$ cat config.mk
export PLATFORM = sky130hd
export DESIGN_NAME = vga_capture
export DESIGN_NICKNAME = d
export VERILOG_FILES = /design/src/rtl/vga_capture.sv
export SDC_FILE = /design/constraint.sdc
export NUM_CORES = 1
export LEC_CHECK = 0
export CAP_MARGIN = 20
export CELL_PAD_IN_SITES_DETAIL_PLACEMENT = 1
export CELL_PAD_IN_SITES_GLOBAL_PLACEMENT = 1
export CORE_AREA = 2 2 109 111
export CTS_CLUSTER_SIZE = 28
export DETAILED_ROUTE_END_ITERATION = 10
export DIE_AREA = 0 0 111 113
export PLACE_DENSITY_LB_ADDON = 0.1
export SYNTH_ARGS = -nofsm -noshare
export SYNTH_HDL_FRONTEND = slang
export SYNTH_SLANG_ARGS = --single-unit
$ cat constraint.sdc
create_clock -name vga_clk -period 2.05 [get_ports vga_clk]
set_clock_uncertainty 0.15 [all_clocks]
set_input_delay 0.41 -clock vga_clk [delete_from_list [all_inputs] [get_ports vga_clk]]
set_output_delay 0.41 -clock vga_clk [all_outputs]
set_load 0.005 [all_outputs]
$ cat src/rtl/vga_capture.sv
// vga_capture: DE-timed VGA capture with frame-format check and lock FSM.
// Pixels are emitted only once two consecutive frames match H_ACTIVE x V_ACTIVE.
module vga_capture #(
  parameter int H_ACTIVE = 640,
  parameter int V_ACTIVE = 480,
  parameter bit SYNC_POL = 1'b1
) (
  input  logic        vga_clk,
  input  logic        sys_rst_n,
  input  logic        hsync,
  input  logic        vsync,
  input  logic        rgb_valid,
  input  logic [15:0] rgb,
  output logic        pix_valid,
  output logic [15:0] pix_data,
  output logic [11:0] pix_x,
  output logic [11:0] pix_y,
  output logic        frame_start,
  output logic        locked,
  output logic        fmt_err,
  output logic [11:0] meas_h_active,
  output logic [11:0] meas_v_active
);
  typedef enum logic [1:0] {UNLOCK, MEASURE, LOCKED} state_t;
  state_t r_state, w_next;
  logic        r_hs, r_vs, r_vs_d, r_de, r_de_d;
  logic [15:0] r_rgb;
  logic [11:0] r_x, r_y, r_hlen;
  logic        r_first, r_mis;
  logic        w_vs_edge, w_fall, w_pass, w_check, w_unused;
  assign w_vs_edge = (r_vs == SYNC_POL) && (r_vs_d != SYNC_POL);
  assign w_fall    = r_de_d && !r_de;
  // a DE still high at the vsync edge means the last line was cut short
  assign w_pass    = !r_mis && !r_de && (r_hlen == 12'(H_ACTIVE)) && (r_y == 12'(V_ACTIVE));
  assign w_check   = w_vs_edge && (r_state != UNLOCK);
  assign w_unused  = r_hs;
  assign locked    = (r_state == LOCKED);
  always_ff @(posedge vga_clk or negedge sys_rst_n) begin
    if (!sys_rst_n) begin
      {r_hs, r_vs, r_vs_d, r_de, r_de_d} <= '0;
      r_rgb <= '0;
    end else begin
      r_hs   <= hsync;
      r_vs   <= vsync;
      r_vs_d <= r_vs;
      r_de   <= rgb_valid;
      r_de_d <= r_de;
      r_rgb  <= rgb;
    end
  end
  always_ff @(posedge vga_clk or negedge sys_rst_n) begin
    if (!sys_rst_n) begin
      r_x     <= '0;
      r_y     <= '0;
      r_hlen  <= '0;
      r_first <= 1'b0;
      r_mis   <= 1'b0;
    end else begin
      r_x <= !r_de ? 12'd0 : (r_x == 12'hFFF) ? r_x : r_x + 12'd1;
      if (w_vs_edge) begin
        r_y     <= '0;
        r_hlen  <= '0;
        r_first <= 1'b0;
        r_mis   <= 1'b0;
      end else if (w_fall) begin
        if (r_y != 12'hFFF) r_y <= r_y + 12'd1;
        if (!r_first) begin
          r_hlen  <= r_x;
          r_first <= 1'b1;
        end else if (r_x != r_hlen) begin
          r_mis <= 1'b1;
        end
      end
    end
  end
  always_ff @(posedge vga_clk or negedge sys_rst_n) begin
    if (!sys_rst_n) begin
      r_state       <= UNLOCK;
      pix_valid     <= 1'b0;
      pix_data      <= '0;
      pix_x         <= '0;
      pix_y         <= '0;
      frame_start   <= 1'b0;
      fmt_err       <= 1'b0;
      meas_h_active <= '0;
      meas_v_active <= '0;
    end else begin
      r_state     <= w_next;
      pix_valid   <= r_de && (r_state == LOCKED);
      pix_data    <= r_rgb;
      pix_x       <= r_x;
      pix_y       <= r_y;
      frame_start <= w_vs_edge;
      fmt_err     <= w_check && !w_pass;
      if (w_check) begin
        meas_h_active <= r_hlen;
        meas_v_active <= r_y;
      end
    end
  end
  always_comb begin
    w_next = r_state;
    if (w_vs_edge)
      w_next = (r_state == UNLOCK) ? MEASURE : w_pass ? LOCKED : (r_state == MEASURE) ? MEASURE : UNLOCK;
  end
endmodule

==> metrics.csv, run 1 <==
metric,value,unit
"Slew Viols, Final",0,
Compound-Gate Fraction of Synth Area,7.68,%
switching pwr,1.41,mW
first-pass GRT wire length,19.4,mm
final setup vio count,0,
Hold Crit Class,reg2reg,
via count,3186,
post-detail-place hpwl,7.41,mm
synth cell count leaders,"dfrtp_1 (127), mux2_2 (24), nor2_1 (22)",
Initial Utilization,41.4,%
total grt overflow,0,
#FFs+latches synth,127,
width of the die,111,um
post-CTS setup buffer count,0,
"Cell Area, Placed",5900,um^2
fmax,523,MHz
Comb power frac,7.5,%
fin crit share,93.2,%
clock-pin transition on the worst setup and hold timing paths,0.06,ns
GRT Util Overall,20.0,%
Post-route DRC,0,
design area,6520,um^2
"Seq/Total Area, Yosys",68.2,%
power per standard cell area,952,nW/um^2
worst-margin pin slew,0.528,ns
critical path required time,2.23,ns
# IOs,89,
CTS Root Cell,clkbuf_16,
Final Hold Fails,0,
Clock Latency Late Sink,0.41,ns
worst-path fanout max,9,
Post-Synth Simple-Gate Area,11.6,%
post-synthesis adder-cell area fraction,0.805,%
Synth area leader,dfrtp_1,
main combinational cell family by area after synthesis,simple AND/OR/NAND/NOR gates,
Slew headroom,64.8,%
Tot Pwr,6.20,mW
Worst setup SP type,flop,
placed cell count,585,
RR Startpoint,r_x[0],
RSZ-0062 raised after global routing,no,
Synth Instances,340,
asr flop ratio synth,100,%
maxcap violations,0,
Synth top area share,68.2,%
DRT Pass-1 Iters,4,
Synth Cell Area,4660,um^2
syn_area_per_cell,13.7,um^2
Port Buf Inserts,87,
"EDFF count, synth",0,
syn_nets,364,
switch share,22.8,%
vias per cell,5.16,
DR iter-0 viols,122,
most instantiated library cell after synthesis,dfrtp_1,
antenna violations before repair,0,
Post-synth top flop,dfrtp_1,
Ys Warns,0,
Netlist cell types,44,
clk buf depth,2,
Die Area,12500,um^2
clock share of power,49.4,%
CTS tree,done,
Std-Cell Rows,39,
"antenna viol nets, final",0,
share of cells above drive strength 1,20.6,%
type of the worst setup path,reg2reg,
synth top area cells,"dfrtp_1 (68%), mux2_2 (5.8%), xnor2_1 (2.8%)",
setup TNS,0,ns
Final nets,486,
worst vdd ir,0.539,mV
CTS buffer count,17,
largest net degree at the start of global routing,47,
final wirelength,11.5,mm
run status,"finished, final reports clean",
Core Footprint,11300,um^2
Final Critical Period,1.91,ns
Area growth syn-to-layout,39.8,%
Worst Min Path Start,r_rgb[14],
Synth Area in XOR/XNOR,3.19,%
RePlAce Congestion,0.775,
critical path capture point type,flop,
Num Clock Sinks,127,
number of antenna diodes,0,
die span in y,113,um
cell-internal power,4.79,mW
register share of total power,43.1,%
vias in the first global route,3689,
Critical Path Start,r_x[0],
WL/cell,18.5,um
Leak Pwr,2.91,nW
post-synthesis mux area share,6.44,%
H-tree level count,4,
WP data arrival,2.09,ns
Finished Layout Cells,618,
[cells by family (layout without fill, tap and decap cells)]
| group | after synthesis | in the layout |
|---|---|---|
| AO/OA/AOI/OAI | 50 | 50 |
| XOR/XNOR | 17 | 17 |
| adder cells (fa/ha/maj) | 3 | 3 |
| buffers and inverters | 21 | 156 |
| flip-flops | 127 | 127 |
| multiplexers | 27 | 27 |
| AND/OR/NAND/NOR | 95 | 95 |
[cell type report]
cell class / instances / area (um^2)
fill: 1125 / 4760
sequential: 127 / 3180
multi-input combinational: 192 / 1390
clock inverter: 15 / 184
tap: 143 / 179
timing repair buffer: 117 / 1130
clock buffer: 17 / 425
inverter: 7 / 26.3
[metal layers]
metal  share of wire [%]  up-vias  track usage [%]  wire length [um]
li1                    -     1455                -                 -
met1                  42     1647             23.9              4780
met2                  54       68             35.6              6190
met3                 2.4       16             5.14               277
met4                 1.8        0             6.17               202
met5                   0        -                0                 0
[power by group through the flow]
stage / sequential, mW / combinational, mW / clock [mW]
after detailed placement: 2.72 / 0.472 / 0
after floorplan: 2.72 / 0.158 / 0
final: 2.67 / 0.467 / 3.06
after global routing: 2.69 / 0.513 / 3.26
after global placement: 2.71 / 0.460 / 0
after CTS: 2.67 / 0.479 / 3.14
[path summary, 6_finish.rpt]
path	endpoint	slack [ns]	cells after the start
worst max-delay path	r_x[5]	0.14	6
max in group asynchronous	pix_y[9]	0.86	3
worst min register to register	pix_data[14]	0.20	0
worst max register to register	r_x[5]	0.14	6
worst min-delay path	pix_data[14]	0.20	0
min in group asynchronous	pix_data[11]	0.31	2
[layout by cell type, fill, tap and decap left out, types with 3 or more instances in the layout]
cell	n
clkinv_4	3
bufinv_16	3
nand2_1	11
o21ai_0	11
ha_1	3
mux2i_1	3
inv_1	7
inv_6	4
clkbuf_16	17
clkdlybuf4s50_1	85
nand3_1	15
a21oi_1	11
buf_4	27
clkinvlp_4	3
and4_1	3
o31ai_1	3
nor4b_1	3
mux2_2	24
a22o_1	12
and3_1	3
buf_12	3
a31oi_1	4
nor2_1	20
nand4_1	7
nor3_1	9
xnor2_1	15
nor2b_1	3
nor4_1	5
dfrtp_1	127
[metrics by stage]
stage          setup WS [ns]  hold slack (ns)  utilization, %
2_1_floorplan          0.241          -0.0356               -
3_3_place_gp           0.199            0.181            52.3
3_5_place_dp           0.168            0.186            52.3
4_1_cts                0.120            0.200            57.8
5_1_grt               0.0110            0.213            57.8
6_report               0.139            0.196            57.8
[sequential cells by signal, indices dropped and copies added (netlist names)]
register,flops
r_de,1
pix_y,12
meas_v_active,12
r_rgb,16
meas_h_active,12
r_mis,1
pix_x,12
r_x,12
r_state,2
r_hlen,12
fmt_err,1
pix_data,16
r_vs_d,1
r_vs,1
r_de_d,1
frame_start,1
r_first,1
pix_valid,1
r_y,12
[worst max-delay path: stages, from the launching register on]
cell and delay, ns:
dfrtp_1 0.38, ha_1 0.21, nand2_1 0.17, nor4_4 0.05
buf_4 0.17, or4_2 0.53, a21oi_1 0.16
[repair_timing]
| item | in CTS | in global routing |
|---|---|---|
| endpoints found under the setup margin | 1 | 12 |
| gates cloned | 0 | 0 |
| endpoints found under the hold margin | 23 | 0 |
| hold buffers | 1 | 0 |
| pin swaps | 0 | 0 |
| gates resized for setup | 1 | 1 |
Power figures use the tool's default switching activity.
==> run 2: changes to the inputs <==
- TNS_END_PERCENT: unset -> 5
==> results of run 2 <==
Final layout, timing and power as in run 1 (identical DEF).
==> run 3: changes to the inputs <==
- ABC_AREA: unset -> 1
- CORE_AREA: 2 2 109 111 -> 2 2 112 114
- DIE_AREA: 0 0 111 113 -> 0 0 114 116
==> metrics.csv, run 3 <==
metric,value,unit,change
Synth area leader,dfrtp_1,,
Worst Min Path Start,r_rgb[3],,
grt peak-use layer,met2,,
FILL cells,1294,,+15%
via count,3500,,+9.9%
switching pwr,1.42,mW,+0.46%
post-detail-place hpwl,8.11,mm,+9.4%
critical path required time,1.49,ns,-0.74 ns
vias per cell,4.95,,-4.0%
maxcap violations,0,,unchanged
Crit-path slowest cell,clkdlybuf4s50_1,,
synth top area cells,"dfrtp_1 (67%), nand2_1 (6.1%), o21ai_0 (4.4%)",,
setup TNS,0,ns,unchanged
Finished Layout Cells,707,,+14%
Num Clock Sinks,127,,unchanged
worst vdd ir,0.476,mV,-12%
Crit path max-delay family,buffers and inverters,,
final setup vio count,0,,unchanged
# IOs,89,,unchanged
Post-route DRC,0,,unchanged
DRT Pass-1 Iters,4,,unchanged
Critical Path Start,meas_v_active[9],,
"Seq/Total Area, Yosys",66.9,%,-1.2 points
Initial Utilization,39.9,%,-1.5 points
first-pass GRT wire length,20.2,mm,+3.9%
switch share,21.6,%,-1.1 points
Worst setup SP type,flop,,
largest net degree at the start of global routing,57,,+21%
number of antenna diodes,0,,unchanged
H-tree level count,4,,unchanged
"antenna viol nets, final",0,,unchanged
Final nets,572,,+18%
Area growth syn-to-layout,37.8,%,
Synth Cell Area,4750,um^2,+1.9%
CP cell instances,clkdlybuf4s50_1,,
synth cell count leaders,"dfrtp_1 (127), nand2_1 (77), inv_1 (44)",,
Synth top area share,66.9,%,-1.2 points
fin crit share,91.5,%,-1.7 points
Port Buf Inserts,87,,unchanged
"EDFF count, synth",0,,unchanged
most frequent cells in the layout,"dfrtp_1 (127), clkdlybuf4s50_1 (85), nand2_1 (77)",,
WP data arrival,1.32,ns,-0.77 ns
Largest regs,"pix_data (16), r_rgb (16)",,
GRT met1 Usage,23.3,%,-0.59 points
clk buf depth,2,,unchanged
worst-path fanout max,2,,-7
Final WS setup,0.173,ns,+0.0347 ns
CTS tree,done,,
fmax,533,MHz,+1.8%
Multi-input gate area,1320,um^2,-5.2%
final wirelength,11.9,mm,+3.6%
Post-synth top flop,dfrtp_1,,
power per standard cell area,1000,nW/um^2,+5.3%
run status,"finished, final reports clean",,
width of the die,114,um,+2.7%
syn_nets,462,,+27%
Leak Pwr,2.91,nW,about the same
Clock Latency Late Sink,0.42,ns,about the same
"worst slack, placed",0.262,ns,+0.0933 ns
WL/cell,16.8,um,-9.4%
vias in the first global route,3953,,+7.2%
Die Area,13200,um^2,+5.4%
CTS buffer count,17,,unchanged
CP bufs+invs,1,,unchanged
Core Footprint,11900,um^2,+5.7%
register share of total power,41.4,%,-1.7 points
share of cells above drive strength 1,13.4,%,-7.2 points
Ys Warns,0,,unchanged
worst-margin pin slew,0.585,ns,+0.0565 ns
Final Critical Period,1.88,ns,-0.0347 ns
asr flop ratio synth,100,%,unchanged
Slew headroom,61.0,%,-3.7 points
DR iter-0 viols,178,,+46%
die span in y,116,um,+2.7%
sequential standard cell area,3180,um^2,unchanged
Synth Instances,438,,+29%
met3 Use GR,4.50,%,-0.64 points
clock share of power,50.4,%,+1.0 points
Slowest Stage Delay on Critical Path,0.53,ns,about the same
syn_area_per_cell,10.8,um^2,-21%
Final Hold Fails,0,,unchanged
placed cell count,672,,+15%
type of the worst setup path,reg2out,,
Hold Crit Class,reg2reg,,
RePlAce Congestion,0.775,,about the same
critical path capture point type,primary output,,
total grt overflow,0,,unchanged
antenna violations before repair,0,,unchanged
Std-Cell Rows,40,,+2.6%
CTS Root Cell,clkbuf_16,,
RR Startpoint,r_x[0],,
Netlist cell types,32,,-27%
GR Util met2,35.8,%,+0.17 points
cell-internal power,5.14,mW,+7.4%
#FFs+latches synth,127,,unchanged
"Slew Viols, Final",0,,unchanged
most instantiated library cell after synthesis,dfrtp_1,,
RSZ-0062 raised after global routing,no,,
clock-pin transition on the worst setup and hold timing paths,0.06,ns,about the same
"leading cell type in the layout, fill and taps excluded",dfrtp_1,,
Comb power frac,8.2,%,+0.7 points
GRT Util Overall,20.1,%,+0.14 points
-- run 3: final cells by class --
class                           count  area share (%)
Timing Repair Buffer              100            15.4
Inverter                           51            3.08
Multi-Input combinational cell    251            20.1
Tap cell                          147            2.81
Clock inverter                     10            2.81
Clock buffer                       21            7.19
Sequential cell                   127            48.6
-- run 3: power by group through the flow --
stage | Sequential (mW) | Combinational (mW) | Clock (mW)
5_1_grt | 2.74 | 0.598 | 3.51
4_1_cts | 2.72 | 0.549 | 3.37
3_3_place_gp | 2.75 | 0.530 | 0
3_5_place_dp | 2.77 | 0.544 | 0
2_1_floorplan | 2.76 | 0.201 | 0
6_report | 2.72 | 0.536 | 3.31
-- run 3: stage by stage --
step / cell area (um^2) / total power [mW] / util [%] / hold WS, ns
final: 6550 / 6.56 / 54.9 / 0.198
after global placement: 5860 / 3.28 / 49.2 / 0.181
after floorplan: 4750 / 2.96 / - / -0.0356
after CTS: 6530 / 6.65 / 54.8 / 0.199
after global routing: 6550 / 6.84 / 54.9 / 0.205
after detailed placement: 5860 / 3.31 / 49.2 / 0.186
-- run 3: cells by family (layout without fill, tap and decap cells) --
group                      after synthesis  after routing  synth area share, %
xor gates and xnor gates                12             12                 2.21
adders and majority gates                3              3                0.791
AOI/OAI and AO/OA                       73             73                 8.77
and+or+nand+nor                        163            163                 15.9
buffers and inverters                   60            182                 5.38
DFF                                    127            127                 66.9
-- run 3: final timing paths --
| path | endpoint | slack [ns] | cells past startpoint |
|---|---|---|---|
| worst max-delay path | meas_v_active[9] | 0.17 | 1 |
| worst min-delay path | pix_data[3] | 0.20 | 0 |
| worst max register to register | r_x[1] | 0.20 | 7 |
| worst min register to register | pix_data[3] | 0.20 | 0 |
| max in group asynchronous | r_x[4] | 0.79 | 3 |
| min in group asynchronous | pix_data[4] | 0.33 | 2 |
-- run 3: worst register-to-register path, stage by stage, from the launching register on --
cell and delay (ns):
dfrtp_1 0.45, ha_1 0.30, nand2_1 0.09, inv_1 0.10, nand2_1 0.09, nor2_2 0.13
nand3_1 0.25, o21ai_1 0.21
-- run 3: what timing repair did --
item                       CTS  global route
setup endpoints to repair    1             1
gates resized for setup      0             1
hold buffers                 1             0
cloned                       0             0
setup buffers                1             2
hold endpoints to repair    28             0
-- run 3: metal layers --
layer	vias to the layer above	share of wire, %
li1	1646	-
met1	1761	42
met2	75	53
met3	18	3.0
met4	0	2.0
met5	-	0
